[config.mk]
export PLATFORM = sky130hd
export DESIGN_NAME = crtc_timing
export DESIGN_NICKNAME = d
export VERILOG_FILES = /design/src/rtl/crtc_pkg.sv /design/src/rtl/crtc_axis_counter.sv /design/src/rtl/crtc_timing.sv
export SDC_FILE = /design/constraint.sdc
export NUM_CORES = 1
export LEC_CHECK = 0
export ABC_AREA = 0
export CAP_MARGIN = 30
export CORE_UTILIZATION = 47
export DETAILED_ROUTE_END_ITERATION = 8
export PLACE_DENSITY = 0.74
export SYNTH_ARGS = -nofsm -noshare
export SYNTH_HDL_FRONTEND = slang
export SYNTH_SLANG_ARGS = --single-unit
[constraint.sdc]
create_clock -name clk -period 3.73 [get_ports clk]
set_input_delay 0.9325 -clock clk [delete_from_list [all_inputs] [get_ports clk]]
set_output_delay 0.9325 -clock clk [all_outputs]
set_load 0.02 [all_outputs]
[src/rtl/crtc_pkg.sv]
// Shared constants and types for the character-mode CRT timing controller.
// Defaults describe 640x480 text timing with 8-pixel character clocks.
package crtc_pkg;

    localparam int H_ACTIVE_DEF     = 80;
    localparam int H_FP_DEF         = 2;
    localparam int H_SYNC_DEF       = 12;
    localparam int H_BP_DEF         = 6;
    localparam int V_ROWS_DEF       = 30;
    localparam int CHAR_H_DEF       = 16;
    localparam int V_FP_DEF         = 10;
    localparam int V_SYNC_DEF       = 2;
    localparam int V_BP_DEF         = 33;
    localparam int AW_DEF           = 13;
    localparam int BLINK_FRAMES_DEF = 16;
    localparam int RA_W             = 5;

    typedef enum logic [1:0] {PH_ACTIVE, PH_FP, PH_SYNC, PH_BP} phase_t;

    function automatic int axis_total(input int active, input int fp, input int sync, input int bp);
        return active + fp + sync + bp;
    endfunction

endpackage

[src/rtl/crtc_axis_counter.sv]
// One timing axis: counter that wraps at ACTIVE+FP+SYNC+BP and reports
// which phase of the line/frame the current count falls in.
module crtc_axis_counter
    import crtc_pkg::*;
#(
    parameter int ACTIVE = H_ACTIVE_DEF,
    parameter int FP     = H_FP_DEF,
    parameter int SYNC   = H_SYNC_DEF,
    parameter int BP     = H_BP_DEF,
    parameter int CW     = $clog2(ACTIVE + FP + SYNC + BP)
) (
    input  logic          clk,
    input  logic          rst_n,
    input  logic          advance,
    output logic [CW-1:0] count,
    output logic          wrap,
    output phase_t        phase
);

    localparam int TOT = axis_total(ACTIVE, FP, SYNC, BP);

    assign wrap = advance && (count == CW'(TOT - 1));

    always_ff @(posedge clk or negedge rst_n) begin
        if (!rst_n) begin
            count <= '0;
        end else if (advance) begin
            count <= wrap ? '0 : count + CW'(1);
        end
    end

    always_comb begin
        phase = PH_BP;
        if (count < CW'(ACTIVE))
            phase = PH_ACTIVE;
        else if (count < CW'(ACTIVE + FP))
            phase = PH_FP;
        else if (count < CW'(ACTIVE + FP + SYNC))
            phase = PH_SYNC;
    end

endmodule

[src/rtl/crtc_timing.sv]
// Parametrised character-mode CRT controller: DE/HS/VS, RA and MA with scroll base.
// Define CRTC_CURSOR_EN to build the blinking hardware cursor; otherwise cursor is tied low.
module crtc_timing
    import crtc_pkg::*;
#(
    parameter int H_ACTIVE     = H_ACTIVE_DEF,
    parameter int H_FP         = H_FP_DEF,
    parameter int H_SYNC       = H_SYNC_DEF,
    parameter int H_BP         = H_BP_DEF,
    parameter int V_ROWS       = V_ROWS_DEF,
    parameter int CHAR_H       = CHAR_H_DEF,
    parameter int V_FP         = V_FP_DEF,
    parameter int V_SYNC       = V_SYNC_DEF,
    parameter int V_BP         = V_BP_DEF,
    parameter bit HS_POL       = 1'b0,
    parameter bit VS_POL       = 1'b0,
    parameter int AW           = AW_DEF,
    parameter int BLINK_FRAMES = BLINK_FRAMES_DEF
) (
    input  logic            clk,
    input  logic            rst_n,
    input  logic            clk_en,
    input  logic [AW-1:0]   start_addr,
    input  logic [AW-1:0]   cursor_addr,
    input  logic [RA_W-1:0] cur_start,
    input  logic [RA_W-1:0] cur_end,
    output logic            de,
    output logic            hs,
    output logic            vs,
    output logic [RA_W-1:0] ra,
    output logic [AW-1:0]   ma,
    output logic            frame_start,
    output logic            cursor
);

    localparam int V_ACTIVE = V_ROWS * CHAR_H;
    localparam int H_TOT    = axis_total(H_ACTIVE, H_FP, H_SYNC, H_BP);
    localparam int V_TOT    = axis_total(V_ACTIVE, V_FP, V_SYNC, V_BP);
    localparam int HCW      = $clog2(H_TOT);
    localparam int VCW      = $clog2(V_TOT);

    logic [HCW-1:0]  h_count;
    logic [VCW-1:0]  v_count;
    logic            h_wrap;
    logic            v_wrap_unused;
    phase_t          h_phase;
    phase_t          v_phase;

    logic [AW-1:0]   row_base;
    logic [RA_W-1:0] ra_cnt;
    logic            frame_first;
    logic            line_active;
    logic            de_now;
    logic            row_last;
    logic [AW-1:0]   base_now;
    logic [AW-1:0]   ma_now;

    crtc_axis_counter #(
        .ACTIVE(H_ACTIVE), .FP(H_FP), .SYNC(H_SYNC), .BP(H_BP), .CW(HCW)
    ) u_h (
        .clk(clk), .rst_n(rst_n), .advance(clk_en),
        .count(h_count), .wrap(h_wrap), .phase(h_phase)
    );

    crtc_axis_counter #(
        .ACTIVE(V_ACTIVE), .FP(V_FP), .SYNC(V_SYNC), .BP(V_BP), .CW(VCW)
    ) u_v (
        .clk(clk), .rst_n(rst_n), .advance(h_wrap),
        .count(v_count), .wrap(v_wrap_unused), .phase(v_phase)
    );

    assign frame_first = (h_count == '0) && (v_count == '0);
    assign line_active = (v_phase == PH_ACTIVE);
    assign de_now      = (h_phase == PH_ACTIVE) && line_active;
    assign row_last    = (ra_cnt == RA_W'(CHAR_H - 1));
    // Row base is only reloaded on this edge, so the first cell uses the live input.
    assign base_now    = frame_first ? start_addr : row_base;
    assign ma_now      = base_now + AW'(h_count);

    always_ff @(posedge clk or negedge rst_n) begin
        if (!rst_n) begin
            row_base    <= '0;
            ra_cnt      <= '0;
            de          <= 1'b0;
            hs          <= ~HS_POL;
            vs          <= ~VS_POL;
            ra          <= '0;
            ma          <= '0;
            frame_start <= 1'b0;
        end else if (clk_en) begin
            de          <= de_now;
            hs          <= (h_phase == PH_SYNC) ? HS_POL : ~HS_POL;
            vs          <= (v_phase == PH_SYNC) ? VS_POL : ~VS_POL;
            ra          <= ra_cnt;
            frame_start <= frame_first;
            if (de_now)
                ma <= ma_now;

            if (frame_first)
                row_base <= start_addr;
            else if (h_wrap && line_active && row_last)
                row_base <= row_base + AW'(H_ACTIVE);

            if (h_wrap && line_active)
                ra_cnt <= row_last ? '0 : ra_cnt + RA_W'(1);
        end
    end

`ifdef CRTC_CURSOR_EN
    localparam int BCW = $clog2(BLINK_FRAMES + 1);

    logic [AW-1:0]  cursor_lat;
    logic [BCW-1:0] blink_cnt;
    logic           blink_on;
    logic           blink_flip;
    logic           blink_now;
    logic [AW-1:0]  cur_addr_now;
    logic           cur_hit;

    // blink_cnt counts frame starts; reaching BLINK_FRAMES flips the phase for the new frame.
    assign blink_flip   = frame_first && (blink_cnt == BCW'(BLINK_FRAMES));
    assign blink_now    = blink_flip ? ~blink_on : blink_on;
    assign cur_addr_now = frame_first ? cursor_addr : cursor_lat;
    assign cur_hit      = de_now && (ma_now == cur_addr_now) &&
                          (cur_start <= ra_cnt) && (ra_cnt <= cur_end) && blink_now;

    always_ff @(posedge clk or negedge rst_n) begin
        if (!rst_n) begin
            cursor_lat <= '0;
            blink_cnt  <= '0;
            blink_on   <= 1'b1;
            cursor     <= 1'b0;
        end else if (clk_en) begin
            cursor <= cur_hit;
            if (frame_first) begin
                cursor_lat <= cursor_addr;
                blink_on   <= blink_now;
                blink_cnt  <= blink_flip ? BCW'(1) : blink_cnt + BCW'(1);
            end
        end
    end
`else
    logic unused_cursor_in;
    assign unused_cursor_in = ^{cursor_addr, cur_start, cur_end};
    assign cursor = 1'b0;
`endif

endmodule
### Word-level counts from Yosys, hierarchy flattened

Index checks and enable logic that the tools add are counted.

| word-level totals | value |
|---|---|
| bits of input ports | 39 |
| word-level logic and storage cells | 54 |
| register bits after elaboration | 57 |

| operators by class | value |
|---|---|
| $lt $le $gt $ge | 6 |
| $add $sub $neg | 5 |
| mux-type cells | 14 |
| eq/ne operators | 5 |
| reductions and logical operators | 14 |

Operators with widths:

| cell | count |
|---|---|
| 13-bit 2-to-1 mux | 3 |
| 10-bit by 9-bit less-than comparator with 1-bit output, second input constant | 3 |
| 7-bit less-than comparator, second input constant | 3 |
| 13-bit by 7-bit adder with 13-bit output | 1 |
| 13-bit by 7-bit adder with 13-bit output, second input constant | 1 |
| 10-bit by 1-bit adder with 10-bit output, second input constant | 1 |
| 10-bit == test, second input constant | 1 |
| 10-bit zero test | 1 |
| 10-bit 2-to-1 mux | 1 |
| 2-bit 2-to-1 mux | 4 |
| 7-bit by 1-bit adder with 7-bit output, second input constant | 1 |
| 7-bit == test, second input constant | 1 |
| 7-bit zero test | 1 |
| 7-bit 2-to-1 mux | 1 |
| 1-bit logical AND | 6 |
| 2-bit AND reduction | 3 |
| 5-bit by 1-bit adder with 5-bit output, second input constant | 1 |
| 5-bit by 4-bit == test with 1-bit output, second input constant | 1 |
| 5-bit 2-to-1 mux | 1 |
| 2-bit == test, second input constant | 2 |
| 2-bit zero test | 2 |
| 1-bit 2-to-1 mux | 4 |
| 2-bit nonzero test | 1 |

### Depth between registers and ports, before layout

Gate-level depths: netlist of run 1.

| depth | value |
|---|---|
| depth after elaboration | 9 |
| mapped depth | 18 |
| gate-level depth less buffers | 15 |

### Hierarchy

Synthesis of run 1 repeated with hierarchy kept, for this count alone.

| second synthesis, totals | value |
|---|---|
| cells, all modules | 366 |
| area total of the unflattened synthesis | 3,399.5 um^2 |

By module, submodules not included:

| module | times used | seq. area each (um^2) | cells each | area each (um^2) |
|---|---|---|---|---|
| crtc_timing | 1 | 1,003.5 | 263 | 2,422.3 |
| crtc_axis_counter (u_v) | 1 | 250.2 | 59 | 569.3 |
| crtc_axis_counter (u_h) | 1 | 175.2 | 44 | 407.9 |

### Worst setup path before layout of run 1

OpenSTA, ideal clock, no wires.

| timing | value |
|---|---|
| path type | register -> register |
| start point | register u_h.count[1] |
| end point | register ma[8] |
| setup slack | 0.101 ns |
| period minus slack after synthesis | 3.629 ns |
| arrival time | 3.504 ns |
| cell stages (with the launch flop) | 19 |
| path through | dfrtp_1 inv_1 ha_1 nor4b_2 and4_1 buf_6 buf_2 buf_2 nand2_1 nand2_1 ha_1 inv_1 fa_1 nor2b_1 o31ai_1 a21boi_0 o41ai_1 or3b_1 mux2_2 |

| between the ends | value |
|---|---|
| longest elaborated chain between the ends | 7 |

RTL lines:

| item | RTL line | source |
|---|---|---|
| start, declared | crtc_axis_counter.sv:15 | `output logic [CW-1:0] count,` |
| start signal, assigned | crtc_axis_counter.sv:28 | `count <= wrap ? '0 : count + CW'(1);` |
| 7-bit less-than comparator | crtc_axis_counter.sv:38 | `else if (count < CW'(ACTIVE + FP + SYNC))` |
| 1-bit 2-to-1 mux | crtc_axis_counter.sv:38 |  |
| 2-bit 2-to-1 mux | crtc_axis_counter.sv:36 | `else if (count < CW'(ACTIVE + FP))` |
| 2-bit 2-to-1 mux | crtc_axis_counter.sv:34 | `if (count < CW'(ACTIVE))` |
| 2-bit zero test | crtc_timing.sv:74 | `assign de_now = (h_phase == PH_ACTIVE) && line_active;` |
| 1-bit logical AND | crtc_timing.sv:74 |  |
| 2-bit AND reduction (no line) | - |  |
| end signal, assigned | crtc_timing.sv:97 | `ma <= ma_now;` |
| end, declared | crtc_timing.sv:31 | `output logic [AW-1:0] ma,` |

Several ways; a longest one is shown, not always the timed one.
A chain may end at the register's enable or synchronous reset.

### Final worst setup path of run 1

| timing | value |
|---|---|
| start point | register u_v.count[0] |
| end point | register ma[8] |

| between the ends | value |
|---|---|
| longest elaborated chain between the ends | 7 |

RTL lines:

| item | RTL line | source |
|---|---|---|
| start, declared | crtc_axis_counter.sv:15 |  |
| start signal, assigned | crtc_axis_counter.sv:28 |  |
| 10-bit by 9-bit less-than comparator with 1-bit output | crtc_axis_counter.sv:38 |  |
| 1-bit 2-to-1 mux | crtc_axis_counter.sv:38 |  |
| 2-bit 2-to-1 mux | crtc_axis_counter.sv:36 |  |
| 2-bit 2-to-1 mux | crtc_axis_counter.sv:34 |  |
| 2-bit zero test | crtc_timing.sv:73 | `assign line_active = (v_phase == PH_ACTIVE);` |
| 1-bit logical AND | crtc_timing.sv:74 |  |
| 2-bit AND reduction (no line) | - |  |

Several ways; a longest one is shown, not always the timed one.

==> flow_summary_export.csv, run 1 <==
group,metric,value,unit
synthesis,yosys_register_bits,57,
clock_network,clock-root-buffer,"clkbuf_8",
worst_hold_path,min-delay-start,"ma[4]",
sta,fmax,0.292,GHz
critical_path,crit_type,"flop to flop",
floorplan,io_pins,62,
critical_path,r2r_end,"ma[8]",
floorplan,coreArea,6760,um2
sta,setup_viol,0,
power_and_ir_drop,p_int,1.11,mW
synthesis,postSynthCellCount,353,
critical_path,crit_fanout,5,
floorplan,dieArea,7300,um2
synthesis,yosys_most_used_dff,"dfrtp_1",
global_route,grt_usage,21.0,%
synthesis,mappedNetlistArea,3270,um2
worst_hold_path,min_to,"ma[4]",
floorplan,initial_utilization,48.4,%
sta,finClkSkew,9.85,ps
synthesis,synth.yosys.seq_area_share,43.7,%
clock_network,clk_pin_slew,60,ps
placed_design,dp_slack,70.3,ps
power_and_ir_drop,power.leakage,1.72,nW
global_route,grt_pass1_wl,12000,um
power_and_ir_drop,clkPwrFrac,33.5,%
floorplan,die_y,85.4,um
synthesis,synth-edff-count,0,
critical_path,cp-end-kind,"flop",
drt,drt-vias-per-instance,5.61,
critical_path,critPathMaxStageDelay,420,ps
synthesis,ys_types,57,
finish,drive_gt1_share,11.5,%
global_route,grt-ovfl-total,0,
power_and_ir_drop,power_frac_comb,20.4,%
power_and_ir_drop,pwr_density_cell,406,nW/um2
job,maxCapViolCount,0,
global_route,grt_pass1_vias,2615,
placed_design,dp_hpwl,4960,um
placed_design,place.gp.congestion,0.841,
synthesis,synth-async-reset-ratio,100,%
drt,drc_errors,0,
sta,fin_ws,301,ps
drt,drtIter0Drc,123,
clock_network,clockBufferDepth,2,
critical_path,cp.arrival,3640,ps
sta,maxSlewViolCount,0,
placed_design,placed_cell_area,3710,um2
drt,ant_nets,0,
power_and_ir_drop,switchingPower,0.471,mW
finish,final_net_count,448,
clock_network,clk_latency,330,ps
worst_hold_path,hp-class,"flop to flop",
synthesis,yosys_warnings,0,
global_route,grt_max_degree,35,
critical_path,start_kind,"flop",
critical_path,reg2reg_depth,15,
drt,firstDrtPassIters,4,
clock_network,hold_buffers,0,
floorplan,die_w,85.4,um
critical_path,cp.required,3940,ps
sta,fin_crit,3430,ps
sta,worst_pin_slew,762,ps
finish,num_antenna_cells,0,
synthesis,avgSynthCellArea,9.27,um2
power_and_ir_drop,switching_share,29.7,%
worst_hold_path,worstHoldPathCells,2,
finish,final_cell_mix,"57 x nand2_1, 55 x dfrtp_1, 36 x clkdlybuf4s50_1, 33 x o21ai_0",
finish,final_area,3900,um2
clock_network,cts_sinks,57,
drt,totalWireLength,6990,um
critical_path,crit_chain,"inv_1, ha_1, nor4b_2, and4_4, nand2_1, nand2_1, ha_1, inv_1, fa_1, nor2b_1, o31ai_2, a21boi_1, o41ai_1, or3b_1, mux2_2",
sta,slew_headroom,49.2,%
critical_path,slowest_stage,"dfrtp_1",
clock_network,cts_made_buffers,9,
sta,final_hold_viol_count,0,
finish,final_common_cell,"nand2_1",
critical_path,worst-path-buf-inv,2,
critical_path,critPathTopFamily,"simple AND/OR/NAND/NOR gates",
clock_network,cts_tree,"built",
finish,finish.utilization,57.8,%
synthesis,synth_area_leaders,"dfrtp_1 42%, nand2_1 6.5%, o21ai_0 5.0%, ha_1 5.0%, mux2_2 4.1%",
finish,finalNonFillerCells,480,
sta,tns,0,ps
outcome,status,"finished, final reports clean",
drt,num_vias,2692,
global_route,grt_antenna_before_repair,0,
sta,grt_setup_unrepaired,"false",
sta,fin_crit_sh,91.9,%
power_and_ir_drop,ir_drop,0.177,mV
synthesis,synth_top_area_share,42.1,%
floorplan,rows,30,
drt,route.detailed.wl_per_inst,14.6,um
clock_network,cts_htree_levels,3,
finish,area_growth,19.3,%
synthesis,yosysTopAreaCell,"dfrtp_1",
power_and_ir_drop,seq_power_share,46.2,%
placed_design,placement.io_buffers,37,
critical_path,r2r_slack,300,ps
critical_path,r2r-start,"u_v.count[0]",
synthesis,synth_nets,406,
placed_design,placed_cells,463,
through the flow:
step	power, mW	hold WS, ps
floorplan	0.930	479
global placement	1.05	461
detailed placement	1.06	470
CTS	1.60	484
global route	1.67	505
finish	1.59	477
what timing repair did:
action	CTS	global route
setup buffers	0	1
hold endpoints to repair	0	0
endpoints found under the setup margin	0	5
resized for setup	0	5
routing by layer:
| layer | share of wire [%] | vias to the layer above | GRT usage [%] |
|---|---|---|---|
| met1 | 49 | 1295 | 28.2 |
| met2 | 46 | 50 | 32.9 |
| met4 | 2.0 | 0 | 10.0 |
| li1 | - | 1335 | - |
| met5 | 0 | - | 0 |
| met3 | 3.1 | 12 | 3.79 |
cells in the mapped netlist (4+ instances only):
cell      number
o21ai_0       33
nand4_1        9
nor4_1         4
ha_1          13
mux2_2        12
mux2i_1        6
or3_1          4
dfrtp_1       55
nand3_1       13
clkbuf_1       5
nor3_1         9
inv_1         11
buf_2          5
nor2_1        20
a21oi_1       20
xnor2_1       12
xor2_1         8
nand2_1       57
power groups by stage:
stage                     logic, mW  clock network, mW  registers [mW]
final                         0.323              0.530           0.732
after global routing          0.360              0.569           0.744
after global placement        0.309                  0           0.740
after floorplan               0.179                  0           0.751
after CTS                     0.322              0.541           0.732
after detailed placement      0.318                  0           0.743
worst register-to-register path: cells and delay by family, from the launching register on:
family / cells / cell delay (ps)
AOI/OAI and AO/OA: 3 / 450
adders and majority gates: 3 / 760
buffers and inverters: 2 / 160
DFF: 1 / 420
muxes: 1 / 260
and+or+nand+nor: 6 / 1270
state kept, by name, indices dropped and copies added (netlist names):
name and count:
de 1, frame_start 1, hs 1, ma 13
ra 5, ra_cnt 5, row_base 13, u_h.count 7
u_v.count 10, vs 1
cells by family after synthesis:
family	count (synthesis)	share of synthesized area, %
and+or+nand+nor	141	21.9
AOI/OAI and AO/OA	76	13.5
DFF	57	43.7
buffers and inverters	26	3.98
xor gates and xnor gates	20	5.35
muxes	18	5.97
adders and majority gates	14	5.58
other	1	0.115
worst max-delay path by stage:
stage,startpoint,to,slack [ps],cells after the start
finish,u_v.count[0],ma[8],300,15
global route,u_v.count[0],ma[8],50,15
CTS,u_h.count[1],ma[8],40,15
detailed placement,u_h.count[1],ma[8],70,15
global placement,start_addr[0],ma[8],150,12
floorplan,u_h.count[1],ma[8],100,18
layout make-up:
class	instances	area [um2]
Inverter	11	41.3
Fill cell	599	2850
Sequential cell	57	1430
Clock buffer	16	180
Tap cell	80	100
Timing Repair Buffer	46	433
Multi-Input combinational cell	270	1720
Note: power is estimated with default switching activity, not from simulation.
==> run 2: changes to the inputs <==
ABC_AREA = 1   (was 0)
CORE_UTILIZATION = 48   (was 47)
PLACE_DENSITY = 0.75   (was 0.74)
==> flow_summary_export.csv, run 2 <==
group,metric,value,unit
floorplan,io_pins,62,
critical_path,crit_type,"flop to flop",
clock_network,cts_htree_levels,3,
power_and_ir_drop,power.leakage,2.07,nW
synthesis,avgSynthCellArea,7.80,um2
finish,area_growth,18.2,%
sta,grt_setup_unrepaired,"false",
global_route,met3_usage,3.98,%
global_route,met1_usage,29.8,%
placed_design,dp_hpwl,5460,um
sta,fin_crit_sh,89.9,%
synthesis,synth_common_cells,"123 x nand2_1, 55 x dfrtp_1, 52 x inv_1",
drt,ant_nets,0,
critical_path,cp-end-kind,"flop",
drt,drtIter0Drc,73,
worst_hold_path,hp-class,"flop to flop",
power_and_ir_drop,pwr_density_cell,537,nW/um2
synthesis,synth_area_leaders,"dfrtp_1 39%, nand2_1 13%, o21ai_0 5.6%, inv_1 5.6%, nand3_1 5.0%",
sta,fmax,0.298,GHz
floorplan,initial_utilization,50.6,%
critical_path,crit_fanout,16,
critical_path,cp.arrival,3640,ps
global_route,grt_pass1_wl,13100,um
drt,firstDrtPassIters,4,
global_route,use_met2,35.4,%
drt,route.detailed.wl_per_inst,12.7,um
floorplan,dieArea,7660,um2
global_route,grt_max_degree,33,
floorplan,rows,30,
global_route,grt_antenna_before_repair,0,
power_and_ir_drop,total_power,2.23,mW
clock_network,clockBufferDepth,2,
critical_path,start_kind,"flop",
sta,fin_crit,3350,ps
synthesis,synth_nets,503,
clock_network,cts_tree,"built",
synthesis,mappedNetlistArea,3510,um2
sta,finClkSkew,9.67,ps
synthesis,synth.most_common_cell,"nand2_1",
clock_network,cts_sinks,57,
drt,num_vias,3025,
synthesis,synth-async-reset-ratio,100,%
drt,drt-vias-per-instance,5.10,
synthesis,synth-edff-count,0,
clock_network,cts_resized,0,
synthesis,synth.yosys.seq_area_share,40.7,%
floorplan,die_w,87.5,um
clock_network,hold_buffers,0,
critical_path,crit_chain,"inv_1, ha_1, inv_1, nor2_1, nand2_1, nor2_8, nand2_4, inv_2, nor2_1, a21oi_1, ha_1, inv_1, fa_1, inv_1, nand2_1, nand3_1, nand2_1, nand2_1, nand2_1, inv_1, nand3_1, nand2_1, nand3_1, nand2_1",
synthesis,yosys_warnings,0,
critical_path,critPathMaxStageDelay,440,ps
synthesis,yosys_most_used_dff,"dfrtp_1",
critical_path,slowest_stage,"dfrtp_1",
placed_design,placement.io_buffers,37,
sta,final_hold_viol_count,0,
clock_network,post_cts_buffers,0,
finish,num_antenna_cells,0,
finish,final_cell_mix,"123 x nand2_1, 55 x dfrtp_1, 52 x inv_1, 39 x o21ai_0, 36 x clkdlybuf4s50_1",
power_and_ir_drop,ir_drop,0.281,mV
sta,worst_pin_slew,745,ps
sta,slew_headroom,50.3,%
clock_network,clk_latency,340,ps
sta,setup_viol,0,
global_route,busiest_layer,"met2",
global_route,grt-ovfl-total,0,
floorplan,coreArea,6940,um2
synthesis,ys_types,46,
placed_design,place.gp.congestion,0.872,
clock_network,clock-root-buffer,"clkbuf_8",
synthesis,postSynthCellCount,450,
finish,n_fill_cell,639,
clock_network,cts_made_buffers,9,
finish,drive_gt1_share,10.3,%
clock_network,clk_pin_slew,70,ps
finish,final_common_cell,"nand2_1",
synthesis,synth_top_area_share,39.2,%
global_route,grt_usage,22.3,%
synthesis,yosys_register_bits,57,
outcome,status,"finished, final reports clean",
synthesis,yosysTopAreaCell,"dfrtp_1",
floorplan,die_y,87.5,um
drt,drc_errors,0,
sta,tns,0,ps
sta,maxSlewViolCount,0,
finish,final_net_count,545,
critical_path,crit_top_cell,"nand2_1",
drt,totalWireLength,7520,um
critical_path,cp.required,4020,ps
job,maxCapViolCount,0,
finish,reg.largest.list,"ma: 13 flops, row_base: 13 flops, u_v.count: 10 flops",
global_route,grt_pass1_vias,2910,
-- run 2: metal layers --
metal  share of wire [%]  vias to the layer above  routed length [um]
li1                    -                     1551                   -
met1                  49                     1401                3700
met2                  46                       61                3450
met3                 3.3                       12                 250
met4                 1.6                        0                 123
met5                   0                        -                   0
-- run 2: worst max-delay path, delay by kind of cell, from the launching register on --
kind | cells | cell delay (ps)
buf+inv | 6 | 700
simple gates | 14 | 1260
compound gates | 1 | 120
flops | 1 | 440
fa+ha+maj | 3 | 780
-- run 2: cell type report --
cell class | count | area, um2 | share of cell area, %
clock buffer | 11 | 141 | 3.41
clock inverter | 5 | 55.1 | 1.33
inverter | 57 | 214 | 5.15
multi-input combinational | 328 | 1810 | 43.6
sequential | 57 | 1430 | 34.4
tap | 96 | 120 | 2.89
timing repair buffer | 39 | 380 | 9.16
-- run 2: kinds of logic (layout without fill, tap and decap cells) --
family                   count (synthesis)  count (layout)  synth area share, %
XOR/XNOR                                12              12                 2.99
flip-flops                              57              57                 40.7
adder cells (fa/ha/maj)                 14              14                 5.20
AO/OA/AOI/OAI                           71              71                 11.8
other                                    1               1                0.107
buffers and inverters                   65             112                 7.70
AND/OR/NAND/NOR                        230             230                 31.5
-- run 2: path summary, 6_finish.rpt --
path / depth (start not counted) / start / to / slack, ps
setup / recovery: 24 / u_h.count[1] / ma[12] / 380
hold / removal: 2 / ra[2] / ra[2] / 480
setup reg to reg: 24 / u_h.count[1] / ma[12] / 380
hold reg to reg: 2 / ra[2] / ra[2] / 480
max in group asynchronous: 2 / rst_n / vs / 2220
min in group asynchronous: 1 / rst_n / ra[2] / 640
-- run 2: report_power, final --
| part | internal, mW | total [mW] | switching, mW | leakage, nW |
|---|---|---|---|---|
| registers | 0.744 | 0.894 | 0.150 | 0.681 |
| clock network | 0.324 | 0.590 | 0.265 | 0.0953 |
| logic | 0.309 | 0.745 | 0.436 | 1.29 |
-- run 2: stage by stage --
step                worst slack, ps  hold WS [ps]  util (%)  cells  cell area [um2]
global placement                475           454      57.0    577             3960
CTS                             410           484      59.8    593             4150
detailed placement              445           465      57.0    577             3960
finish                          377           478      59.8    593             4150
global route                   19.8           512      59.8    593             4150
floorplan                       886           454         -    450             3510
==> run 3: changes to the inputs <==
CORE_UTILIZATION = 49   (was 48)
PLACE_DENSITY = 0.73   (was 0.75)
REMOVE_ABC_BUFFERS = 1   (was default)
clock period = 3.3 ns   (was 3.73 ns; I/O delays follow)
==> flow_summary_export.csv, run 3 (same netlist as run 2, synthesis figures left out) <==
group,metric,value,unit
clock_network,clockBufferDepth,2,
finish,final_cell_mix,"122 x nand2_1, 55 x dfrtp_1, 51 x inv_1, 39 x o21ai_0, 36 x clkdlybuf4s50_1",
sta,finClkSkew,7.97,ps
finish,n_fill_cell,617,
critical_path,crit_type,"flop to flop",
outcome,status,"finished, final reports clean",
drt,route.detailed.wl_per_inst,12.4,um
drt,drtIter0Drc,168,
sta,maxSlewViolCount,0,
power_and_ir_drop,p_int,1.63,mW
critical_path,path_depth,24,
clock_network,cts_made_buffers,9,
power_and_ir_drop,power.leakage,2.10,nW
sta,worst_pin_slew,703,ps
power_and_ir_drop,switchingPower,0.961,mW
sta,slew_headroom,52.7,%
sta,grt_setup_unrepaired,"false",
finish,num_antenna_cells,0,
critical_path,critPathTopFamily,"simple AND/OR/NAND/NOR gates",
floorplan,dieArea,7510,um2
critical_path,critPathMaxStageDelay,430,ps
clock_network,clk_latency,340,ps
critical_path,r2r_end,"ma[12]",
finish,reg.largest.list,"ma: 13 flops, row_base: 13 flops, u_v.count: 10 flops",
clock_network,cts_sinks,57,
critical_path,crit_path_start,"u_h.count[0]",
power_and_ir_drop,switching_share,37.1,%
clock_network,clk_pin_slew,70,ps
clock_network,cts_tree,"built",
critical_path,crit_top_cell,"nand2_1",
sta,fin_ws,331,ps
clock_network,hold_buffers,0,
worst_hold_path,hp-class,"input port to asynchronous set/reset pin",
global_route,grt_pass1_vias,2926,
critical_path,reg2reg_depth,24,
critical_path,crit_end,"ma[12]",
sta,setup_viol,0,
global_route,grt_max_degree,24,
critical_path,r2r-start,"u_h.count[0]",
placed_design,placed_cells,582,
global_route,grt_usage,22.2,%
job,maxCapViolCount,0,
critical_path,start_kind,"flop",
drt,totalWireLength,7400,um
global_route,grt-ovfl-total,0,
power_and_ir_drop,pwr_density_cell,613,nW/um2
power_and_ir_drop,power_frac_comb,33.3,%
drt,firstDrtPassIters,4,
power_and_ir_drop,clkPwrFrac,28.0,%
finish,final_common_cell,"nand2_1",
power_and_ir_drop,seq_power_share,38.7,%
sta,tns,0,ps
critical_path,cp-end-kind,"flop",
placed_design,dp_hpwl,5590,um
placed_design,placement.io_buffers,37,
drt,num_vias,3048,
power_and_ir_drop,ir_drop,0.332,mV
finish,finish.utilization,61.5,%
floorplan,die_w,86.6,um
placed_design,dp_slack,232,ps
global_route,grt_antenna_before_repair,0,
finish,area_growth,20.2,%
finish,drive_gt1_share,11.9,%
floorplan,coreArea,6870,um2
critical_path,crit_chain,"inv_2, ha_1, inv_1, nor2_1, nand2_1, nor2_8, nand2_4, inv_2, nor2_1, a21oi_1, ha_1, inv_1, fa_1, inv_1, nand2_1, nand3_1, nand2_1, nand2_2, nand2_1, inv_1, nand3_1, nand2_1, nand3_1, nand2_1",
floorplan,die_y,86.6,um
drt,ant_nets,0,
floorplan,initial_utilization,51.1,%
placed_design,place.gp.congestion,0.885,
sta,fin_crit_sh,90.0,%
sta,final_hold_viol_count,0,
finish,multi_input_area,1810,um2
finish,finalNonFillerCells,599,
drt,drc_errors,0,
critical_path,slowest_stage,"dfrtp_1",
clock_network,cts_htree_levels,3,
sta,fmax,0.337,GHz
global_route,grt_pass1_wl,12800,um
critical_path,crit_fanout,8,
floorplan,rows,30,
critical_path,cp.required,3590,ps
critical_path,worst-path-buf-inv,6,
floorplan,io_pins,62,
critical_path,cp.arrival,3260,ps
finish,final_net_count,551,
critical_path,r2r_slack,330,ps
drt,drt-vias-per-instance,5.09,
clock_network,clock-root-buffer,"clkbuf_8",
sta,fin_crit,2970,ps
finish,seqCellArea,1430,um2
==> run 3: changes by cell type in the layout (fill, tap and decap cells not counted) <==
cell and change:
nand2_2 +1, bufinv_16 +1, clkbuf_8 -1, clkinvlp_4 +2, inv_2 +1, nand2_1 -1
clkbuf_1 -1, buf_4 +6, clkinv_2 -1, inv_1 -1
==> run 3: worst min-delay path by stage <==
stage / endpoint / start / slack [ps]
floorplan: row_base[0] / row_base[0] / 450
global placement: ma[0] / ma[0] / 460
detailed placement: ma[11] / ma[11] / 470
CTS: u_h.count[0] / rst_n / 450
global route: ra_cnt[2] / rst_n / 480
finish: u_h.count[0] / rst_n / 450
==> run 3: timing repair <==
action,4_1_cts,5_1_grt
gates resized for setup,0,2
hold endpoints to repair,0,0
setup endpoints to repair,0,1
setup buffers,0,1
==> run 3: final cells by class <==
cell class | instances | area share (%)
Multi-Input combinational cell | 328 | 43.0
Sequential cell | 57 | 33.8
Timing Repair Buffer | 45 | 10.1
Inverter | 57 | 5.07
Clock buffer | 9 | 2.93
Tap cell | 96 | 2.85
Clock inverter | 7 | 2.25
==> run 3: through the flow <==
step                power (mW)  instance area [um2]  hold WS [ps]
global route              2.77                 4220           484
detailed placement        1.87                 3990           465
global placement          1.84                 3990           456
CTS                       2.60                 4210           452
finish                    2.59                 4220           448
floorplan                 1.56                 3450           454
==> run 3: power by group through the flow <==
stage / sequential [mW] / clock, mW / combinational, mW
2_1_floorplan: 1.07 / 0 / 0.484
3_3_place_gp: 1.01 / 0 / 0.838
6_report: 1.00 / 0.724 / 0.862
3_5_place_dp: 1.01 / 0 / 0.860
5_1_grt: 1.02 / 0.775 / 0.971
4_1_cts: 1.00 / 0.738 / 0.866
==> run 3: routing by layer <==
metal | share of wire, % | vias up | track usage, %
li1 | - | 1569 | -
met1 | 48 | 1422 | 28.0
met2 | 48 | 45 | 36.7
met3 | 2.7 | 12 | 4.38
met4 | 1.8 | 0 | 10.3
met5 | 0 | - | 0
